==> src/rtl/inst_fetch_queue.sv <==
// rtl/inst_fetch_queue.sv - instruction prefetch queue between a one-cycle-latency ROM and if_id
// Issues sequential ROM reads while the queue has room and tags each word with its fetch address.
module inst_fetch_queue #(
  parameter int unsigned DEPTH    = 4,
  parameter logic [31:0] RESET_PC = 32'h0000_0000
) (
  input  logic        clk,
  input  logic        rst,
  output logic        rom_ce_o,
  output logic [31:0] rom_addr_o,
  input  logic [31:0] rom_data_i,
  input  logic        stall_i,
  input  logic        branch_flag_i,
  input  logic [31:0] branch_target_i,
  input  logic        inst_ready_i,
  output logic        inst_valid_o,
  output logic [31:0] inst_o,
  output logic [31:0] pc_o
);

  localparam int PW = $clog2(DEPTH);
  localparam logic [PW+1:0] DEPTH_W = (PW+2)'(DEPTH);

  typedef enum logic [1:0] {IDLE, FETCH, FULL} state_t;

  state_t        state, state_nxt;
  logic [PW:0]   count;
  logic [PW-1:0] rd_ptr, wr_ptr;
  logic          inflight;
  logic [31:0]   inflight_addr;
  logic [31:0]   mem_data [DEPTH];
  logic [31:0]   mem_pc   [DEPTH];
  logic [PW+1:0] occupancy;
  logic          push, pop;

  // Occupancy reserves a slot for the outstanding response so it can always be accepted.
  assign occupancy = {1'b0, count} + {{(PW+1){1'b0}}, inflight};
  assign push      = inflight & ~branch_flag_i;
  assign pop       = (count != '0) & inst_ready_i & ~branch_flag_i;

  always_ff @(posedge clk or negedge rst) begin
    if (!rst) state <= IDLE;
    else      state <= state_nxt;
  end

  always_comb begin
    state_nxt = state;
    if (branch_flag_i) begin
      state_nxt = FETCH;
    end else begin
      case (state)
        IDLE:    state_nxt = FETCH;
        FETCH:   if (occupancy >= DEPTH_W) state_nxt = FULL;
        FULL:    if (occupancy < DEPTH_W)  state_nxt = FETCH;
        default: state_nxt = IDLE;
      endcase
    end
  end

  always_comb begin
    rom_ce_o = 1'b0;
    if (state == FETCH && !stall_i && !branch_flag_i && occupancy < DEPTH_W)
      rom_ce_o = 1'b1;
  end

  always_ff @(posedge clk or negedge rst) begin
    if (!rst) begin
      count         <= '0;
      rd_ptr        <= '0;
      wr_ptr        <= '0;
      inflight      <= 1'b0;
      inflight_addr <= '0;
      rom_addr_o    <= RESET_PC;
    end else if (branch_flag_i) begin
      count      <= '0;
      rd_ptr     <= '0;
      wr_ptr     <= '0;
      inflight   <= 1'b0;
      rom_addr_o <= branch_target_i & 32'hFFFF_FFFC;
    end else begin
      if (push) wr_ptr <= wr_ptr + 1'b1;
      if (pop)  rd_ptr <= rd_ptr + 1'b1;
      count    <= count + {{PW{1'b0}}, push} - {{PW{1'b0}}, pop};
      inflight <= rom_ce_o;
      if (rom_ce_o) begin
        inflight_addr <= rom_addr_o;
        rom_addr_o    <= rom_addr_o + 32'd4;
      end
    end
  end

  always_ff @(posedge clk) begin
    if (push) begin
      mem_data[wr_ptr] <= rom_data_i;
      mem_pc[wr_ptr]   <= inflight_addr;
    end
  end

  assign inst_valid_o = (count != '0);
  assign inst_o       = inst_valid_o ? mem_data[rd_ptr] : 32'h0;
  assign pc_o         = inst_valid_o ? mem_pc[rd_ptr]   : 32'h0;

endmodule

==> config.mk <==
export PLATFORM = sky130hd
export DESIGN_NAME = inst_fetch_queue
export DESIGN_NICKNAME = d
export VERILOG_FILES = /design/src/rtl/inst_fetch_queue.sv
export SDC_FILE = /design/constraint.sdc
export NUM_CORES = 1
export LEC_CHECK = 0
export ABC_CLOCK_PERIOD_IN_PS = 3700
export BUFFER_PORTS_ARGS = -buffer_cell sky130_fd_sc_hd__buf_2
export CORE_MARGIN = 8
export CORE_UTILIZATION = 25
export CTS_CLUSTER_SIZE = 10
export DETAILED_ROUTE_END_ITERATION = 8
export PLACE_DENSITY = 0.43
export SYNTH_ARGS = -nofsm -noshare
export SYNTH_HDL_FRONTEND = slang
export SYNTH_SLANG_ARGS = --single-unit
==> constraint.sdc <==
create_clock -name clk -period 3.7 [get_ports clk]
set_input_delay 0.185 -clock clk [delete_from_list [all_inputs] [get_ports clk]]
set_output_delay 0.185 -clock clk [all_outputs]
set_load 0.005 [all_outputs]
* Word level (Yosys, flattened, before mapping)
Memory sizes are Yosys's and may differ from the RTL's. Index checks and enable logic that the tools add are counted.
Cells by class: mux-type cells 17, reduce and logical (&&, ||, !) cells 12, add/sub/neg operators 6, magnitude comparators 2, bitwise logic cells 4, equal/unequal tests 4
Operators with widths (count):
- $mux W32 | 4
- $add A32 B3 Y32 const B | 1
- $mux W2 | 7
- $ne A3 B3 Y1 const B | 2
- $pmux W2 S3 | 1
- $reduce_bool A2 Y1 | 3
- $add A2 B1 Y2 const B | 2
- $add A3 B1 Y4 | 1
- $ge A4 B3 Y1 const B | 1
- $lt A4 B3 Y1 const B | 1
- $mux W1 | 4
- $reduce_and A2 Y1 | 2
- $add A3 B1 Y3 | 1
- $and A1 B1 Y1 | 3
- $logic_and A1 B1 Y1 | 3
- $mux W3 | 1
- $reduce_bool A3 Y1 | 1
- $sub A3 B1 Y3 | 1
- $eq A2 B1 Y1 const B | 1
- $eq A2 B2 Y1 const B | 1
- $logic_not A1 Y1 | 2
- $logic_not A2 Y1 | 1
- $not A1 Y1 | 1
Word-level totals: bits in writable memories 256, input port bits 69, word-level logic and storage cells 54, flip-flop bits (word level) 74, memories 2, output and inout port bits 98
Memory list:
- mem_data | depth 4, bits a word 32, rd ports 1, clocked after memory_dff 0, write ports 1, RTL line 31 | logic [31:0] mem_data [DEPTH];
- mem_pc | depth 4, bits a word 32, rd ports 1, clocked after memory_dff 0, write ports 1, RTL line 32 | logic [31:0] mem_pc [DEPTH];

* Depth between registers and ports, before layout
Gate-level depths: netlist of the first run.
depth after elaboration 7, depth in mapped cells 11, depth with buffers taken out 10

* Worst setup path after synthesis of the first run
Ideal clock, no wire load.
path kind register to register, start register inflight, end memory mem_data[0][0] (enable), arrival 2.127 ns, setup slack 1.147 ns, path buffers 0, setup time 0.427 ns, stages on the path, launching flop included 3, data required time 3.273 ns, clock period less this slack 2.553 ns, path through dfrtp_1 -> nor2b_1 -> and2_1
Between the ends: word-level cells in the longest chain between the ends 3
RTL lines:
- from (decl) | RTL line 29 | logic inflight;
- from (signal assigned) | RTL line 84 | inflight <= rom_ce_o;
- $and A1 B1 Y1 | RTL line 38 | assign push = inflight & ~branch_flag_i;
- $mux W1 | RTL line 93 | if (push) begin
- $mux W1 (not written as such) | RTL line 94 | mem_data[wr_ptr] <= rom_data_i;
- to (decl) | RTL line 31
No other way between the ends.

* Worst setup path after layout of the first run
start register count[1], end output rom_ce_o
Between the ends: word-level cells in the longest chain between the ends 4
RTL lines:
- from (decl) | RTL line 27 | logic [PW:0] count;
- from (signal assigned) | RTL line 83 | count <= count + {{PW{1'b0}}, push} - {{PW{1'b0}}, pop};
- $add A3 B1 Y4 | RTL line 37 | assign occupancy = {1'b0, count} + {{(PW+1){1'b0}}, inflight};
- $lt A4 B3 Y1 | RTL line 62 | if (state == FETCH && !stall_i && !branch_flag_i && occupancy < DEPTH_W)
- $logic_and A1 B1 Y1 | RTL line 62
- $mux W1 | RTL line 62
- to (decl) | RTL line 9 | output logic rom_ce_o,
No other way between the ends.

==> results of run 1 <==
[synthesized netlist by cell type (all sizes together), types with 11 or more instances]
cell,count
xor2,13
and2,68
dfrtp,70
buf,24
nand2,31
mux4,62
mux2,40
o21ai,20
xnor2,20
nand3,11
clkbuf,21
edfxtp,248
nor4,21
[worst reg2reg max path, delay by kind of cell, from the launching register on]
family,cells,cell delay (ns)
and+or+nand+nor,2,0.81
DFF,1,0.44
muxes,2,0.49
adders and majority gates,1,0.23
buffers and inverters,1,0.48
[repair_timing]
action,4_1_cts,5_1_grt
hold buffers,67,0
endpoints found under the hold margin,216,0
setup buffers,0,0
resized for setup,0,0
[how the worst max path moves through the flow]
stage | from | endpoint | slack (ns) | cells after the start
after floorplan | inflight | mem_data[0][0] | 1.15 | 2
after global placement | count[1] | inflight_addr[27] | 1.14 | 6
after detailed placement | count[1] | inflight_addr[27] | 1.10 | 6
after CTS | count[1] | rom_ce_o | 0.61 | 6
after global routing | count[1] | rom_ce_o | 0.51 | 6
final | count[1] | rom_ce_o | 0.72 | 6
[layout make-up]
cell class,instances,area [sq um]
inverter,10,37.5
fill,5085,34900
clock buffer,60,1160
multi-input combinational,347,3610
sequential,318,9210
tap,680,851
timing repair buffer,243,1640
clock inverter,9,104
[stage by stage]
stage | hold slack (ns) | util (%) | total power, uW | cells
after CTS | 0.156 | 32.3 | 11000 | 1667
after detailed placement | 0.345 | 28.5 | 7130 | 1531
after global routing | 0.214 | 32.3 | 11400 | 1667
after floorplan | -0.111 | - | 6090 | 720
final | 0.176 | 32.3 | 10800 | 1667
after global placement | 0.344 | 28.5 | 7110 | 1531
[flip-flops by register name (all words and copies together) (netlist names)]
name,flops
count,3
inflight_addr,30
rom_addr_o,30
mem_data,128
rd_ptr,2
inflight,1
mem_pc,120
wr_ptr,2
state,2
[power by group]
group	total (uW)	switching [uW]	internal (uW)
clock network	3760	1460	2300
logic	2170	1030	1140
registers	4830	439	4390
total	10800	2930	7830
[metal layers]
metal | wire length, microns | share of wire (%)
met1 | 14900 | 45
met3 | 1640 | 4.9
met2 | 16000 | 48
met5 | 0 | 0
met4 | 704 | 2.1
[logic make-up after synthesis]
kind of cell | after synthesis | share of synthesized area, %
buf+inv | 55 | 2.08
simple gates | 172 | 8.81
flops | 318 | 70.4
fa+ha+maj | 9 | 0.920
mux | 107 | 14.6
compound gates | 22 | 0.882
other cells | 1 | 0.0287
xor+xnor | 33 | 2.21
==> flow_summary_export.csv, run 1 <==
group,metric,value,unit
die,dieArea,0.0598,sq mm
worst_setup_path,reg2reg_slack,1.14,ns
yosys,yosysUniqueCellTypes,38,
pwr,power.leakage,0.00589,uW
die,rows,83,
clock_tree,cts_sinks,318,
outcome,status,"finished, final reports clean",
hold_path,min_path_cells,6,
worst_setup_path,r2r_start,"count[1]",
global_route,grt-ovfl-total,0,
global_route,met2_usage,18.6,%
yosys,synthArstFlopShare,22.0,%
timing,fin_crit,2.98,ns
global_route,antenna_found_initial,1,
die,core-area,0.0515,sq mm
worst_setup_path,arrival,2.80,ns
die,start_util,25.4,%
global_route,grt_pass1_wl,51500,microns
worst_setup_path,crit_path_max_incr_delay,0.51,ns
routing,drtIter0Drc,331,
worst_setup_path,rr_endpoint,"inflight_addr[27]",
routing,dr_total_vias,7146,
worst_setup_path,ff2ff_path_depth,6,
yosys,yosysTopAreaCell,"edfxtp_1",
timing,relSlewSlack,43.8,%
clock_tree,insertion_delay,0.55,ns
final_layout,layout_common_cells,"edfxtp_1 (248), buf_2 (159), dfrtp_1 (68), dlygate4sd3_1 (67), and2_1 (64)",
worst_setup_path,cp_top_family,"simple AND/OR/NAND/NOR gates",
routing,routed_wl,33300,microns
clock_tree,root_buffer,"clkbuf_16",
routing,viasPerCell,4.29,
yosys,yosysWarnings,0,
global_route,grt_pass1_vias,7957,
place,place_area,0.0147,sq mm
clock_tree,cts_htree_levels,2,
pwr,cellPowerDensity,647,mW/mm^2
place,gp_congestion,0.682,
global_route,grt_util_met1,14.4,%
yosys,synth-seq-cells,318,
clock_tree,cts_buffers,41,
worst_setup_path,cpMaxStageDelayCell,"nor3_4",
die,die_x,245,microns
clock_tree,cts_buffer_depth,3,
yosys,syn_area_per_cell,18.2,sq um
timing,tightest_slew,0.843,ns
timing,finalSetupTns,0,ns
routing,ant_nets,0,
hold_path,worstHoldStart,"stall_i",
worst_setup_path,start_kind,"register",
place,port_buffers,160,
final_layout,diodes,0,
worst_setup_path,endpoint_kind,"primary output",
global_route,grt_max_degree,65,
global_route,gr-usage-met3,2.71,%
flow_run,drv_cap,0,
clock_tree,path_clk_slew,0.06,ns
timing,hold_violations,0,
worst_setup_path,crit_required,3.51,ns
worst_setup_path,path_cells,"ha_1 -> and4b_1 -> mux2i_4 -> nor3_4 -> buf_4 -> buf_2",
yosys,ys_top_cells_by_area,"edfxtp_1 (57%), dfrtp_1 (13%), mux4_2 (11%)",
hold_path,hp-class,"primary input to register",
global_route,grt_usage,11.2,%
die,die_y,245,microns
routing,drc,0,
final_layout,fin_nets,1039,
worst_setup_path,crit_fanout,21,
place,place_ws,1.10,ns
yosys,yosysTopAreaCellShare,57.0,%
timing,finalWorstSetupSlack,0.716,ns
timing,timing.fmax,335,MHz
yosys,ys_seq_area_share,70.4,%
clock_tree,tritoncts,"built",
die,num_io_pins,167,
worst_setup_path,worst-path-buf-inv,2,
yosys,synthCells,717,
global_route,grt-busiest-layer,"met2",
yosys,dominantRegCellSynth,"edfxtp_1",
timing,period_share,80.7,%
hold_path,hold_path_end,"rom_addr_o[29]",
final_layout,syn2layout_area_growth,27.2,%
yosys,synth-edff-count,248,
worst_setup_path,path_class,"register to primary output",
final_layout,final_cell_area,0.0166,sq mm
routing,wl_per_cell,20.0,microns
routing,dr.pass1.iters,4,
timing,skew,0.0231,ns
timing,drv_slew,0,
pwr,ir_drop,406,uV
timing,grt_setup_unrepaired,"no",
place,dp_hpwl,20500,microns
yosys,synth_area,0.0131,sq mm
final_layout,drive_above_1_share,37.0,%
timing,finalSetupViolCount,0,
final_layout,layout_commonest_cell,"edfxtp_1",
Note: power is estimated with default switching activity, not from simulation.
==> run 2: changes to the inputs <==
ABC_CLOCK_PERIOD_IN_PS = 2600   (was 3700)
PLACE_DENSITY = 0.44   (was 0.43)
clock period = 2.6 ns   (was 3.7 ns; I/O delays follow)
==> run 2 against run 1 <==
Critical path depth shrank 2. Clock skew shrank 0.0019 ns. Register-to-register slack lost 0.93 ns. Worst setup slack lost 0.56 ns. Sequential share of layout area shrank 0.20 points.
==> flow_summary_export.csv, run 2 (synthesis results as in run 1) <==
group,metric,value,unit
outcome,status,"finished, final reports clean",
worst_setup_path,path_cells,"or3_2 -> buf_4 -> and2_1 -> buf_2",
routing,viasPerCell,4.26,
place,gp_congestion,0.708,
routing,wl_per_cell,20.0,microns
final_layout,fin_nets,1045,
final_layout,final_cell_area,0.0167,sq mm
clock_tree,cts_buffers,40,
die,core-area,0.0515,sq mm
pwr,power_switching,4170,uW
worst_setup_path,arrival,2.32,ns
routing,dr_total_vias,7125,
pwr,ir_drop,436,uV
timing,finalSetupViolCount,0,
final_layout,layout_common_cells,"edfxtp_1 (248), buf_2 (159), dfrtp_1 (68), dlygate4sd3_1 (66), and2_1 (64)",
timing,period_share,94.1,%
pwr,p_int,11000,uW
clock_tree,post_cts_buffers,0,
worst_setup_path,start_kind,"register",
die,dieArea,0.0598,sq mm
worst_setup_path,endpoint_kind,"primary output",
clock_tree,tritoncts,"built",
final_layout,largest_reg_flops,128,
clock_tree,cts_htree_levels,2,
place,port_buffers,160,
clock_tree,hold_buffers,66,
global_route,grt_max_degree,65,
die,die_y,245,microns
pwr,pwr-share-clk,34.0,%
die,rows,83,
worst_setup_path,crit_fanout,64,
clock_tree,insertion_delay,0.55,ns
routing,dr.pass1.iters,4,
timing,fin_crit,2.45,ns
routing,drc,0,
timing,finalSetupTns,0,ns
clock_tree,cts_sinks,318,
final_layout,layout_commonest_cell,"edfxtp_1",
worst_setup_path,cp_top_family,"simple AND/OR/NAND/NOR gates",
worst_setup_path,reg2reg_slack,0.21,ns
final_layout,drive_above_1_share,37.3,%
final_layout,syn2layout_area_growth,27.7,%
place,place_area,0.0148,sq mm
routing,routed_wl,33400,microns
die,die_x,245,microns
clock_tree,root_buffer,"clkbuf_16",
clock_tree,cts_resized,0,
final_layout,fillers,5120,
worst_setup_path,crit_path_max_incr_delay,0.50,ns
final_layout,top_register,"mem_data",
global_route,grt-ovfl-total,0,
timing,hold_violations,0,
worst_setup_path,path_class,"register to primary output",
routing,drtIter0Drc,298,
pwr,pwr-share-seq,44.5,%
final_layout,finalCoreUtilization,32.4,%
timing,grt_setup_unrepaired,"no",
timing,timing.fmax,409,MHz
timing,tightest_slew,0.774,ns
die,num_io_pins,167,
timing,drv_slew,0,
final_layout,reg.largest.list,"mem_data (128), mem_pc (120)",
worst_setup_path,rr_endpoint,"rd_ptr[1]",
worst_setup_path,worst-path-buf-inv,2,
worst_setup_path,r2r_start,"count[1]",
clock_tree,path_clk_slew,0.06,ns
worst_setup_path,crit_required,2.47,ns
flow_run,drv_cap,0,
global_route,grt_pass1_vias,7938,
timing,relSlewSlack,48.4,%
pwr,finalPower,15200,uW
pwr,cellPowerDensity,911,mW/mm^2
timing,skew,0.0212,ns
worst_setup_path,cpMaxStageDelayCell,"or3_2",
clock_tree,cts_buffer_depth,3,
pwr,power.leakage,0.00592,uW
global_route,antenna_found_initial,2,
worst_setup_path,ff2ff_path_depth,6,
routing,ant_nets,0,
pwr,comb_power_share,21.5,%
pwr,swShare,27.5,%
global_route,grt_pass1_wl,52000,microns
place,dp_hpwl,20900,microns
timing,holdWs,0.137,ns
global_route,grt_usage,11.4,%
hold_path,hp-class,"primary input to async pin",
die,start_util,25.4,%
==> run 2: area by class of cell <==
cell class | instances | area (sq um) | share of cell area (%)
antenna | 1 | 2.50 | 0.0150
inverter | 10 | 37.5 | 0.225
tap | 680 | 851 | 5.10
multi-input combinational | 347 | 3610 | 21.7
clock inverter | 12 | 113 | 0.675
sequential | 318 | 9210 | 55.2
timing repair buffer | 250 | 1770 | 10.6
clock buffer | 54 | 1080 | 6.51
==> run 2: stage by stage <==
| stage | std cells | setup slack [ns] |
|---|---|---|
| floorplan | 720 | 0.0466 |
| detailed placement | 1539 | 0.306 |
| global route | 1672 | 0.0177 |
| global placement | 1539 | 0.265 |
| finish | 1672 | 0.153 |
| CTS | 1671 | 0.0722 |
==> run 2: worst max-delay path by stage <==
stage / startpoint / endpoint / slack, ns / cells after the start
after detailed placement: count[1] / count[2] / 0.31 / 10
after global routing: count[1] / pc_o[9] / 0.02 / 4
after CTS: count[1] / pc_o[9] / 0.07 / 4
after global placement: count[1] / count[2] / 0.27 / 10
final: count[1] / pc_o[31] / 0.15 / 4
after floorplan: inflight / mem_data[0][0] / 0.05 / 2
==> run 2: routing by layer <==
| layer | track usage [%] | up-vias | share of wire (%) |
|---|---|---|---|
| met1 | 15.0 | 3667 | 46 |
| met3 | 2.70 | 45 | 4.9 |
| met4 | 3.63 | 0 | 2.1 |
| li1 | - | 3257 | - |
| met2 | 18.2 | 156 | 47 |
| met5 | 0 | - | 0 |
==> run 2: power groups by stage <==
stage,clock [uW],sequential (uW),combinational [uW]
detailed placement,0,6870,3330
global placement,0,6840,3330
CTS,5360,6770,3420
finish,5160,6750,3270
global route,5530,6850,3630
floorplan,0,6640,2020
